### src/rtl/song_rom_arbiter_if.sv
// Request/return bus between the channel sequencers, the song ROM and
// song_rom_arbiter. master = sequencers + ROM side, slave = arbiter.
interface song_rom_arbiter_if #(
  parameter int unsigned NUM_REQ = 4,
  parameter int unsigned ADDR_W  = 8,
  parameter int unsigned DATA_W  = 16
);
  logic [NUM_REQ-1:0]        i_req;
  logic [NUM_REQ*ADDR_W-1:0] i_addr;
  logic [NUM_REQ-1:0]        o_gnt;
  logic [NUM_REQ-1:0]        o_rvalid;
  logic [DATA_W-1:0]         o_rdata;
  logic [ADDR_W-1:0]         o_rom_addr;
  logic [DATA_W-1:0]         i_rom_data;

  modport master (
    output i_req, i_addr, i_rom_data,
    input  o_gnt, o_rvalid, o_rdata, o_rom_addr
  );

  modport slave (
    input  i_req, i_addr, i_rom_data,
    output o_gnt, o_rvalid, o_rdata, o_rom_addr
  );
endinterface

### src/rtl/song_rom_arbiter.sv
// Pipelined round-robin arbiter sharing one synchronous song ROM among NUM_REQ
// sequencers. Define SONG_ROM_ARB_FIXED_PRIO_EN for lowest-index-wins priority.
module song_rom_arbiter #(
  parameter int unsigned NUM_REQ     = 4,
  parameter int unsigned ADDR_W      = 8,
  parameter int unsigned DATA_W      = 16,
  parameter int unsigned ROM_LATENCY = 1
) (
  input logic               i_clk,
  input logic               i_rst,
  song_rom_arbiter_if.slave bus
);
  localparam int unsigned ID_W  = (NUM_REQ > 1) ? $clog2(NUM_REQ) : 1;
  localparam int unsigned DEPTH = ROM_LATENCY + 1;

  logic [NUM_REQ-1:0]           busy_q, busy_d;
  logic [NUM_REQ-1:0]           gnt_q, gnt_d;
  logic [NUM_REQ-1:0]           rvalid_q, rvalid_d;
  logic [DATA_W-1:0]            rdata_q, rdata_d;
  logic [ADDR_W-1:0]            rom_addr_q, rom_addr_d;
  logic [DEPTH-1:0]             pipe_vld_q, pipe_vld_d;
  logic [DEPTH-1:0][ID_W-1:0]   pipe_id_q, pipe_id_d;

  logic [NUM_REQ-1:0]           eligible;
  logic                         found;
  logic [ID_W-1:0]              winner;

`ifdef SONG_ROM_ARB_FIXED_PRIO_EN
  always_comb begin
    eligible = bus.i_req & ~busy_q;
    found    = 1'b0;
    winner   = '0;
    for (int unsigned i = 0; i < NUM_REQ; i++) begin
      if (!found && eligible[ID_W'(i)]) begin
        found  = 1'b1;
        winner = ID_W'(i);
      end
    end
  end
`else
  logic [ID_W-1:0] ptr_q, ptr_d;

  // Search starts at ptr and wraps; ptr then moves just past the winner.
  always_comb begin
    int unsigned idx;
    int unsigned nxt;
    eligible = bus.i_req & ~busy_q;
    found    = 1'b0;
    winner   = '0;
    idx      = 0;
    nxt      = 0;
    for (int unsigned i = 0; i < NUM_REQ; i++) begin
      idx = 32'(ptr_q) + i;
      if (idx >= NUM_REQ) idx = idx - NUM_REQ;
      if (!found && eligible[ID_W'(idx)]) begin
        found  = 1'b1;
        winner = ID_W'(idx);
      end
    end
    ptr_d = ptr_q;
    if (found) begin
      nxt = 32'(winner) + 1;
      if (nxt >= NUM_REQ) nxt = 0;
      ptr_d = ID_W'(nxt);
    end
  end

  always_ff @(posedge i_clk) begin
    if (i_rst) ptr_q <= '0;
    else       ptr_q <= ptr_d;
  end
`endif

  // Issue side, tag pipeline and return side.
  always_comb begin
    gnt_d = '0;
    if (found) gnt_d[winner] = 1'b1;

    rom_addr_d = found ? ADDR_W'(bus.i_addr >> (32'(winner) * ADDR_W)) : rom_addr_q;

    pipe_vld_d = {pipe_vld_q[DEPTH-2:0], found};
    pipe_id_d  = {pipe_id_q[DEPTH-2:0], winner};

    rvalid_d = '0;
    rdata_d  = rdata_q;
    if (pipe_vld_q[DEPTH-1]) begin
      rvalid_d[pipe_id_q[DEPTH-1]] = 1'b1;
      rdata_d                      = bus.i_rom_data;
    end

    // busy stays set through the o_rvalid cycle, so a requester cannot be
    // re-granted in the same cycle its data returns.
    busy_d = (busy_q & ~rvalid_q) | gnt_d;
  end

  always_ff @(posedge i_clk) begin
    if (i_rst) begin
      busy_q     <= '0;
      gnt_q      <= '0;
      rvalid_q   <= '0;
      rdata_q    <= '0;
      rom_addr_q <= '0;
      pipe_vld_q <= '0;
      pipe_id_q  <= '0;
    end else begin
      busy_q     <= busy_d;
      gnt_q      <= gnt_d;
      rvalid_q   <= rvalid_d;
      rdata_q    <= rdata_d;
      rom_addr_q <= rom_addr_d;
      pipe_vld_q <= pipe_vld_d;
      pipe_id_q  <= pipe_id_d;
    end
  end

  assign bus.o_gnt      = gnt_q;
  assign bus.o_rvalid   = rvalid_q;
  assign bus.o_rdata    = rdata_q;
  assign bus.o_rom_addr = rom_addr_q;
endmodule

### src/flat_wrapper.sv
// flat-port wrapper written by rule: the top's interface ports become plain ports
module song_rom_arbiter_flat 
#(
  parameter int unsigned NUM_REQ     = 4,
  parameter int unsigned ADDR_W      = 8,
  parameter int unsigned DATA_W      = 16,
  parameter int unsigned ROM_LATENCY = 1
)
  (i_clk, i_rst, bus_i_req, bus_i_addr, bus_i_rom_data, bus_o_gnt, bus_o_rvalid, bus_o_rdata, bus_o_rom_addr);
  song_rom_arbiter_if #(.NUM_REQ(NUM_REQ), .ADDR_W(ADDR_W), .DATA_W(DATA_W)) bus_i ();
  input logic i_clk;
  input logic i_rst;
  input wire logic [$bits(bus_i.i_req)-1:0] bus_i_req;
  input wire logic [$bits(bus_i.i_addr)-1:0] bus_i_addr;
  input wire logic [$bits(bus_i.i_rom_data)-1:0] bus_i_rom_data;
  output wire logic [$bits(bus_i.o_gnt)-1:0] bus_o_gnt;
  output wire logic [$bits(bus_i.o_rvalid)-1:0] bus_o_rvalid;
  output wire logic [$bits(bus_i.o_rdata)-1:0] bus_o_rdata;
  output wire logic [$bits(bus_i.o_rom_addr)-1:0] bus_o_rom_addr;
  assign bus_i.i_req = bus_i_req;
  assign bus_i.i_addr = bus_i_addr;
  assign bus_i.i_rom_data = bus_i_rom_data;
  assign bus_o_gnt = bus_i.o_gnt;
  assign bus_o_rvalid = bus_i.o_rvalid;
  assign bus_o_rdata = bus_i.o_rdata;
  assign bus_o_rom_addr = bus_i.o_rom_addr;
  song_rom_arbiter #(.NUM_REQ(NUM_REQ), .ADDR_W(ADDR_W), .DATA_W(DATA_W), .ROM_LATENCY(ROM_LATENCY)) u_core (.i_clk(i_clk), .i_rst(i_rst), .bus(bus_i));
endmodule
### config.mk
export PLATFORM = sky130hd
export DESIGN_NAME = song_rom_arbiter_flat
export DESIGN_NICKNAME = d
export VERILOG_FILES = /design/src/rtl/song_rom_arbiter_if.sv /design/src/rtl/song_rom_arbiter.sv /design/src/flat_wrapper.sv
export SDC_FILE = /design/constraint.sdc
export NUM_CORES = 1
export LEC_CHECK = 0
export CORE_MARGIN = 3
export CORE_UTILIZATION = 40
export CTS_CLUSTER_SIZE = 16
export DETAILED_ROUTE_END_ITERATION = 10
export PLACE_DENSITY = 0.79
export SLEW_MARGIN = 10
export SYNTH_ARGS = -nofsm -noshare
export SYNTH_HDL_FRONTEND = slang
export SYNTH_SLANG_ARGS = --single-unit
### constraint.sdc
create_clock -name i_clk -period 2.3 [get_ports i_clk]
set_input_delay 0.46 -clock i_clk [delete_from_list [all_inputs] [get_ports i_clk]]
set_output_delay 0.46 -clock i_clk [all_outputs]
set_load 0.05 [all_outputs]
# After elaboration in Yosys (flattened, before gate mapping)
# Cells that the tools add are included.
# totals
register_bits	44
elab_cells	72
out_inout_bits	32
inputBits	54
# classes
n_shift	1
muxes	26
order_cmp	13
n_reduce_logical	9
add_sub_neg	8
bitwise	6
# op_table
cell	count
>> shifter 32 x 5 -> 8 bit	1
less-than comparator 2 x 3 -> 1 bit (second input constant)	6
two-way mux 2 bit	9
>= comparator 3 bit (second input constant)	4
two-way mux 1 bit	10
bitwise AND 4 bit	2
binary-select mux 1 bit (select 2 bit)	4
NOT 4 bit	2
subtractor 2 x 1 -> 2 bit (second input constant)	4
adder 2 x 1 -> 3 bit (second input constant)	2
adder 2 x 2 -> 3 bit (second input constant)	2
logical AND 1 bit	5
demux 1 bit (select 2 bit)	2
>= comparator 2 x 1 -> 1 bit (second input constant)	2
two-way mux 4 bit	1
OR 4 bit	1
>= comparator 2 x 3 -> 1 bit (second input constant)	1
zero test 1 bit	3
OR reduction 2 bit	1
NOT 1 bit	1

# Longest topological paths before layout
# Gate-level depths: netlist of run 1.
# depth
ltp_word	20
ltp_mapped	7

# Worst setup path before layout of run 1
# Ideal clock, no wire load.
# synth_timing
kind	input to register
startpoint	input port bus_i_req[0]
endpoint	register u_core.ptr_q[1]
n_path_buf	1
arrival_time_ps	1704
stages	7
setup_slack_ps	468
required_time_ps	2172
setup_time_ps	128
path_cell_list	or4b_4 o21ai_2 nor2_1 buf_2 ha_1 mux2i_1 nor2_1
# synth_via
elab_chain_cells	16
elab_cells_between_ends	26
# synth_lines
item	line	source
start, declared	flat_wrapper.sv:13	input wire logic [$bits(bus_i.i_req)-1:0] bus_i_req;
bitwise AND 4 bit (*)	song_rom_arbiter.sv:47	eligible = bus.i_req & ~busy_q;
binary-select mux 1 bit (select 2 bit)	song_rom_arbiter.sv:55	if (!found && eligible[ID_W'(idx)]) begin
two-way mux 1 bit (implied by the code)	song_rom_arbiter.sv:55	
two-way mux 1 bit	song_rom_arbiter.sv:55	
zero test 1 bit	song_rom_arbiter.sv:55	
logical AND 1 bit	song_rom_arbiter.sv:55	
two-way mux 1 bit	song_rom_arbiter.sv:55	
zero test 1 bit	song_rom_arbiter.sv:55	
logical AND 1 bit	song_rom_arbiter.sv:55	
two-way mux 1 bit	song_rom_arbiter.sv:55	
zero test 1 bit	song_rom_arbiter.sv:55	
logical AND 1 bit	song_rom_arbiter.sv:55	
two-way mux 2 bit	song_rom_arbiter.sv:55	
adder 2 x 1 -> 3 bit	song_rom_arbiter.sv:62	nxt = 32'(winner) + 1;
>= comparator 3 bit	song_rom_arbiter.sv:63	if (nxt >= NUM_REQ) nxt = 0;
two-way mux 2 bit	song_rom_arbiter.sv:63	
end signal, assigned	song_rom_arbiter.sv:70	else ptr_q <= ptr_d;
end, declared	song_rom_arbiter.sv:41	logic [ID_W-1:0] ptr_q, ptr_d;
# Every way passes the cells marked *; elsewhere a longest branch is shown, timed or not. The select of a mux whose other input is x is not followed.
# A chain may end at the register's enable or synchronous reset.

# Worst setup path in the final report of run 1
# layout_timing
startpoint	input port bus_i_req[3]
endpoint	register u_core.rom_addr_q[3] (netlist: u_core.bus.o_rom_addr[3])
# layout_via
elab_chain_cells	14
elab_cells_between_ends	24
# layout_lines
item	line	source
bitwise AND 4 bit (*)	song_rom_arbiter.sv:47	
binary-select mux 1 bit (select 2 bit)	song_rom_arbiter.sv:55	
two-way mux 1 bit (implied by the code)	song_rom_arbiter.sv:55	
two-way mux 1 bit	song_rom_arbiter.sv:55	
zero test 1 bit	song_rom_arbiter.sv:55	
logical AND 1 bit	song_rom_arbiter.sv:55	
two-way mux 1 bit	song_rom_arbiter.sv:55	
zero test 1 bit	song_rom_arbiter.sv:55	
logical AND 1 bit	song_rom_arbiter.sv:55	
two-way mux 1 bit	song_rom_arbiter.sv:55	
zero test 1 bit	song_rom_arbiter.sv:55	
logical AND 1 bit	song_rom_arbiter.sv:55	
two-way mux 2 bit	song_rom_arbiter.sv:55	
>> shifter 32 x 5 -> 8 bit	song_rom_arbiter.sv:79	rom_addr_d = found ? ADDR_W'(bus.i_addr >> (32'(winner) * ADDR_W)) : rom_addr_q;
end signal, assigned	song_rom_arbiter.sv:110	rom_addr_q <= rom_addr_d;
end, declared	song_rom_arbiter.sv:20	logic [ADDR_W-1:0] rom_addr_q, rom_addr_d;
# Marked as above.

==> impl_metrics.toml, run 1 <==
[synth]
synth_top_area_share_pct = 49.1
ys_ff_latch = 44
synth_warnings = 0
syn_nets = 229
synth_area_leaders = "dfxtp_1 (49%), mux2i_1 (18%), nor2_1 (4.8%)"
synth_top_area_cell = "dfxtp_1"
yosysUniqueCellTypes = 28
yosysSeqAreaShare_pct = 49.1
syn_avg_cell_area_um2 = 10.4
syn_inst = 173
syn-cell-area_um2 = 1790

[sta]
worst_slew_pin_slew_ns = 0.527
rsz0062_at_grt = "false"
fmax_ghz = 0.473
maxSlewViolCount = 0
slew_headroom_pct = 64.7
min_period_over_period_pct = 91.9
period_needed_ns = 2.11
finalHoldViolations = 0
fin_skew_ns = 0.00976
setup_viol = 0

[worst_setup_path]
crit_family = "compound AO/OA/AOI/OAI gates"
critPathMaxFanout = 8
critPathKind = "in2reg"
cp_slowest_stage_delay_ns = 0.47
rr_worst_depth = 6
crit_chain = "clkdlybuf4s50_1, nor2b_1, o21ai_1, a221oi_2, inv_2, nand2_1, o221ai_1"
ff2ff_setup_slack_ns = 0.48
worstPathRequired_ns = 2.46
cp_slowest_cell = "clkdlybuf4s50_1"
worst-endpoint-arrival_ns = 2.27
startpoint_type = "input pin"
cp-end-kind = "flop"
r2r-start = "u_core.ptr_q[1]"
r2r-end = "u_core.bus.o_rom_addr[5]"
path_buf_inv = 2

[layout]
final_area_um2 = 2870
layoutNonFillerInstCount = 317
antennaDiodeCount = 0
syn2layout_area_growth_pct = 59.8
fill_cells = 343
layout.nets = 322
layout-drive-gt1-share_pct = 8.99

[grt]
antenna_found_initial = 0
gr-total-overflow = 0
grt_usage_pct = 17.0
grtUsageMet3_pct = 5.92
grt_use_met1_pct = 19.1
grt_use_met2_pct = 29.8
grt_pass1_wl_um = 7040
grt_max_degree = 26
grt_pass1_vias = 1587
busiest_layer = "met2"

[clock_tree]
clk_root_buffer_cell = "clkbuf_8"
cts-resized-gates = 0
clock_latency_ns = 0.29
clkSlewWorstSetupHoldPaths_ns = 0.08
hold_buffers = 0
cts.sinks = 44
cts_buffer_depth = 2
post-cts-setup-buffers = 0
cts_made_buffers = 5
cts_tree = "built"
htreeDepth = 2

[die]
coreArea_um2 = 4170
start_util_pct = 43.0
io_pins = 86
rows = 23
die_area_um2 = 5330
die_w_um = 73.0
fp.dieH_um = 73.0

[hold_path]
holdPathEnd = "u_core.pipe_vld_q[1]"
min_path_cells = 1
min_path_type = "reg2reg"
hp-start = "u_core.pipe_vld_q[0]"

[detailed_routing]
num_vias = 1582
ant_nets = 0
wl_per_cell_um = 13.8
finalWirelength_um = 4370
first_iter_violations = 37
drt_pass1_iterations = 4
post-route-drc-count = 0
vias_per_cell = 4.99

[placement]
portBuffers = 85
place.gp.congestion = 0.765
dp_hpwl_um = 3320
dpl.cell_count = 309
place_area_um2 = 2750

[power_and_ir_drop]
total_power_uw = 2950
ir_drop_mv = 0.682
leakage_uw = 0.00112
power_density_nw_per_um2 = 1030

[outcome]
status = "completed"

[job]
cap_violations = 0
-- flip-flops by register name, summed over array words and instances, names as in the netlist --
register / cells
u_core.bus.o_rdata: 16
u_core.bus.o_rom_addr: 8
u_core.bus.o_gnt: 4
u_core.bus.o_rvalid: 4
u_core.busy_q: 4
u_core.pipe_id_d: 2
u_core.pipe_id_q: 2
u_core.pipe_vld_q: 2
u_core.ptr_q: 2
-- where the power goes --
part | internal (uW) | switching (uW) | total (uW) | leakage, uW
clock network | 355 | 257 | 612 | 0.0000614
logic | 575 | 741 | 1320 | 0.000701
registers | 922 | 101 | 1020 | 0.000362
-- worst max path at each step --
stage               slack (ns)          from  cells after the start                  endpoint
floorplan                 0.47  bus_i_req[0]                      7           u_core.ptr_q[1]
global placement         -0.03  bus_i_req[3]                      7  u_core.bus.o_rom_addr[6]
detailed placement       -0.07  bus_i_req[3]                      7  u_core.bus.o_rom_addr[5]
CTS                       0.20  bus_i_req[3]                      7  u_core.bus.o_rom_addr[3]
global route              0.02  bus_i_req[3]                      7  u_core.bus.o_rom_addr[1]
finish                    0.19  bus_i_req[3]                      7  u_core.bus.o_rom_addr[3]
-- per-stage QoR --
stage                     setup slack (ns)  hold slack (ns)  utilization, %  setup TNS [ns]
after global placement             -0.0350            0.419            65.8          -0.275
final                                0.186            0.438            68.7               0
after detailed placement           -0.0717            0.431            65.8          -0.541
after CTS                            0.198            0.443            68.7               0
after global routing                0.0239            0.461            68.7               0
after floorplan                      0.468            0.414               -               0
-- placed cells by master, fill, tap and decap left out, types with 3 or more instances in the layout --
cell type        Yosys  final
inv_1                3      3
clkdlybuf4s50_1      0     85
dfxtp_1             44     44
nor2_1              23     22
o221ai_1             8      8
clkbuf_8             0      6
mux2i_1             33     33
nor2b_1              7      7
nand2b_1             9      9
nand2_1              3      3
buf_4                0     11
nand3b_1             9      9
-- cell families after synthesis --
kind of cell | after synthesis | share of synthesized area [%]
flops | 44 | 49.1
buf+inv | 14 | 3.49
mux | 33 | 18.4
compound gates | 17 | 7.95
fa+ha+maj | 2 | 1.39
simple gates | 63 | 19.7
-- synth_stat cells (all sizes together) --
master,count
o21ai,3
clkbuf,7
and3,1
buf,3
and3b,1
mux2i,33
nor2b,7
nor3,2
nor2,23
o221ai,8
nand3b,9
a21oi,2
nor4,2
nor3b,2
inv,4
nand2,3
and2,2
dfxtp,44
nand2b,9
and4,1
a221oi,1
or4b,1
a311oi,1
o32a,2
ha,2
-- per-layer routing --
metal  part of all wire (%)  vias to the layer above
met1                     41                      722
met4                   0.91                        0
met3                    8.6                        5
li1                       -                      795
met5                      0                        -
met2                     49                       60
-- area by class of cell --
class	count	area [um2]	share of cell area (%)
multi-input combinational	115	853	29.8
clock inverter	2	38.8	1.35
timing repair buffer	96	933	32.6
inverter	4	15.0	0.524
sequential	44	881	30.7
tap	50	62.6	2.18
clock buffer	6	82.6	2.88
No activity file was read; power rests on OpenSTA's default activity.
==> run 2, diff against run 1 <==
--- a/config.mk
+++ b/config.mk
@@ -9,7 +9,7 @@
 export CORE_UTILIZATION = 40
 export CTS_CLUSTER_SIZE = 16
 export DETAILED_ROUTE_END_ITERATION = 10
-export PLACE_DENSITY = 0.79
+export PLACE_DENSITY = 0.85
 export SLEW_MARGIN = 10
 export SYNTH_ARGS = -nofsm -noshare
 export SYNTH_HDL_FRONTEND = slang
==> run 2 against run 1 <==
  * Sequential power barely moved
  * Largest power group unchanged
  * Wire length rose by 1.3%
  * First-iteration DRC count rose by 11%
  * Hold slack improved by 0.0077 ns
  * Global-route usage rose by 0.10 points
  * Cell count fell by 0.95%
  * Clock skew fell by 0.0067 ns
  * Fmax rose by 1.6%
  * Combinational power barely moved
  * Register-to-register slack got worse by 0.03 ns
  * Non-clock buffer count fell by 2
==> impl_metrics.toml, run 2 (synthesis results as in run 1) <==
[die]
coreArea_um2 = 4170
die_area_um2 = 5330
start_util_pct = 43.0
die_w_um = 73.0
fp.dieH_um = 73.0
io_pins = 86
rows = 23

[placement]
post-place-ws_ns = -0.0762
dp_hpwl_um = 3300
dpl.cell_count = 307
place.gp.congestion = 0.753
portBuffers = 85
place_area_um2 = 2740

[worst_setup_path]
critPathMaxFanout = 8
worstPathRequired_ns = 2.45
critPathKind = "in2reg"
r2r-start = "u_core.ptr_q[1]"
cp_slowest_stage_delay_ns = 0.48
cp-end-kind = "flop"
worst-endpoint-arrival_ns = 2.23
startpoint_type = "input pin"
cp_slowest_cell = "clkdlybuf4s50_1"
cp-startpoint = "bus_i_req[3]"
crit_chain = "clkdlybuf4s50_1, nor2b_1, o21ai_1, a221oi_2, inv_2, nand2_1, o221ai_1"

[sta]
finalHoldViolations = 0
fmax_ghz = 0.480
maxSlewViolCount = 0
rsz0062_at_grt = "false"
period_needed_ns = 2.08
tns_ns = 0
fin_skew_ns = 0.00310
min_period_over_period_pct = 90.5
slew_headroom_pct = 64.6
worst_slew_pin_slew_ns = 0.530
setup_viol = 0
worst_slack_ns = 0.218

[power_and_ir_drop]
leakage_uw = 0.00112
power_density_nw_per_um2 = 1050
ir_drop_mv = 0.849

[clock_tree]
cts_made_buffers = 5
hold_buffers = 0
cts_tree = "built"
clk_root_buffer_cell = "clkbuf_8"
cts-resized-gates = 0
post-cts-setup-buffers = 0
cts_buffer_depth = 2
clock_latency_ns = 0.29
clkSlewWorstSetupHoldPaths_ns = 0.08
cts.sinks = 44
htreeDepth = 2

[detailed_routing]
num_vias = 1582
ant_nets = 0
drt_pass1_iterations = 4
wl_per_cell_um = 14.1
vias_per_cell = 5.04
first_iter_violations = 41
post-route-drc-count = 0
finalWirelength_um = 4430

[hold_path]
hp-start = "u_core.pipe_vld_q[0]"
min_path_type = "reg2reg"

[layout]
syn2layout_area_growth_pct = 60.0
layoutNonFillerInstCount = 314
antennaDiodeCount = 0
largest_reg_flops = 16
seq_area_um2 = 881
multi_input_area_um2 = 853
final_common_cell = "clkdlybuf4s50_1"
final_area_um2 = 2870
final_util_pct = 68.8
final_cell_mix = "clkdlybuf4s50_1 (85), dfxtp_1 (44), mux2i_1 (33), nor2_1 (22)"
layout-drive-gt1-share_pct = 7.95
fill_cells = 349
layout.nets = 320

[job]
cap_violations = 0

[grt]
antenna_found_initial = 0
grt_pass1_vias = 1604
grt_pass1_wl_um = 7120
gr-total-overflow = 0
grt_usage_pct = 17.1
grt_max_degree = 22

[outcome]
status = "completed"
[run 2: changes by cell type in the layout (fill, tap and decap cells not counted), sizes merged]
cell | previous run | this run
buf | 11 | 9
bufinv | 1 | 2
clkbuf | 6 | 5
clkinv | 1 | 0
[run 2: final timing paths]
| check | end | slack, ns | cells past startpoint |
|---|---|---|---|
| hold / removal | u_core.pipe_vld_q[1] | 0.45 | 1 |
| setup / recovery | u_core.bus.o_rom_addr[6] | 0.22 | 7 |
| hold reg to reg | u_core.pipe_vld_q[1] | 0.45 | 1 |
| setup reg to reg | u_core.bus.o_rom_addr[6] | 0.45 | 6 |
[run 2: critical path: cells and delay by family]
family                 cells  cell delay [ns]
AOI/OAI and AO/OA          3             0.71
buffers and inverters      2             0.59
and+or+nand+nor            2             0.47
[run 2: area by class of cell]
class,count,area share [%]
multi-input cells,115,29.7
flip-flops and latches,44,30.7
clock buffers,5,2.40
clock inverters,2,2.09
inverters,4,0.523
well taps,50,2.18
repair buffers,94,32.4
[run 2: report_power, final]
group | internal, uW | switching [uW] | total, uW
clock network | 427 | 247 | 675
logic | 575 | 741 | 1320
registers | 922 | 98.9 | 1020
[run 2: stage by stage]
stage | hold WS (ns) | total power [uW]
2_1_floorplan | 0.414 | 1890
3_3_place_gp | 0.415 | 2330
3_5_place_dp | 0.428 | 2350
4_1_cts | 0.451 | 3040
5_1_grt | 0.478 | 3180
6_report | 0.445 | 3010
[run 2: layer usage]
metal	routed length (um)	track usage [%]	share of wire, %	up-vias
met5	0	0	0	-
met4	33	3.69	0.74	0
met3	387	6.06	8.7	6
met2	2180	30.6	49	61
met1	1830	19.6	41	727
li1	-	-	-	788
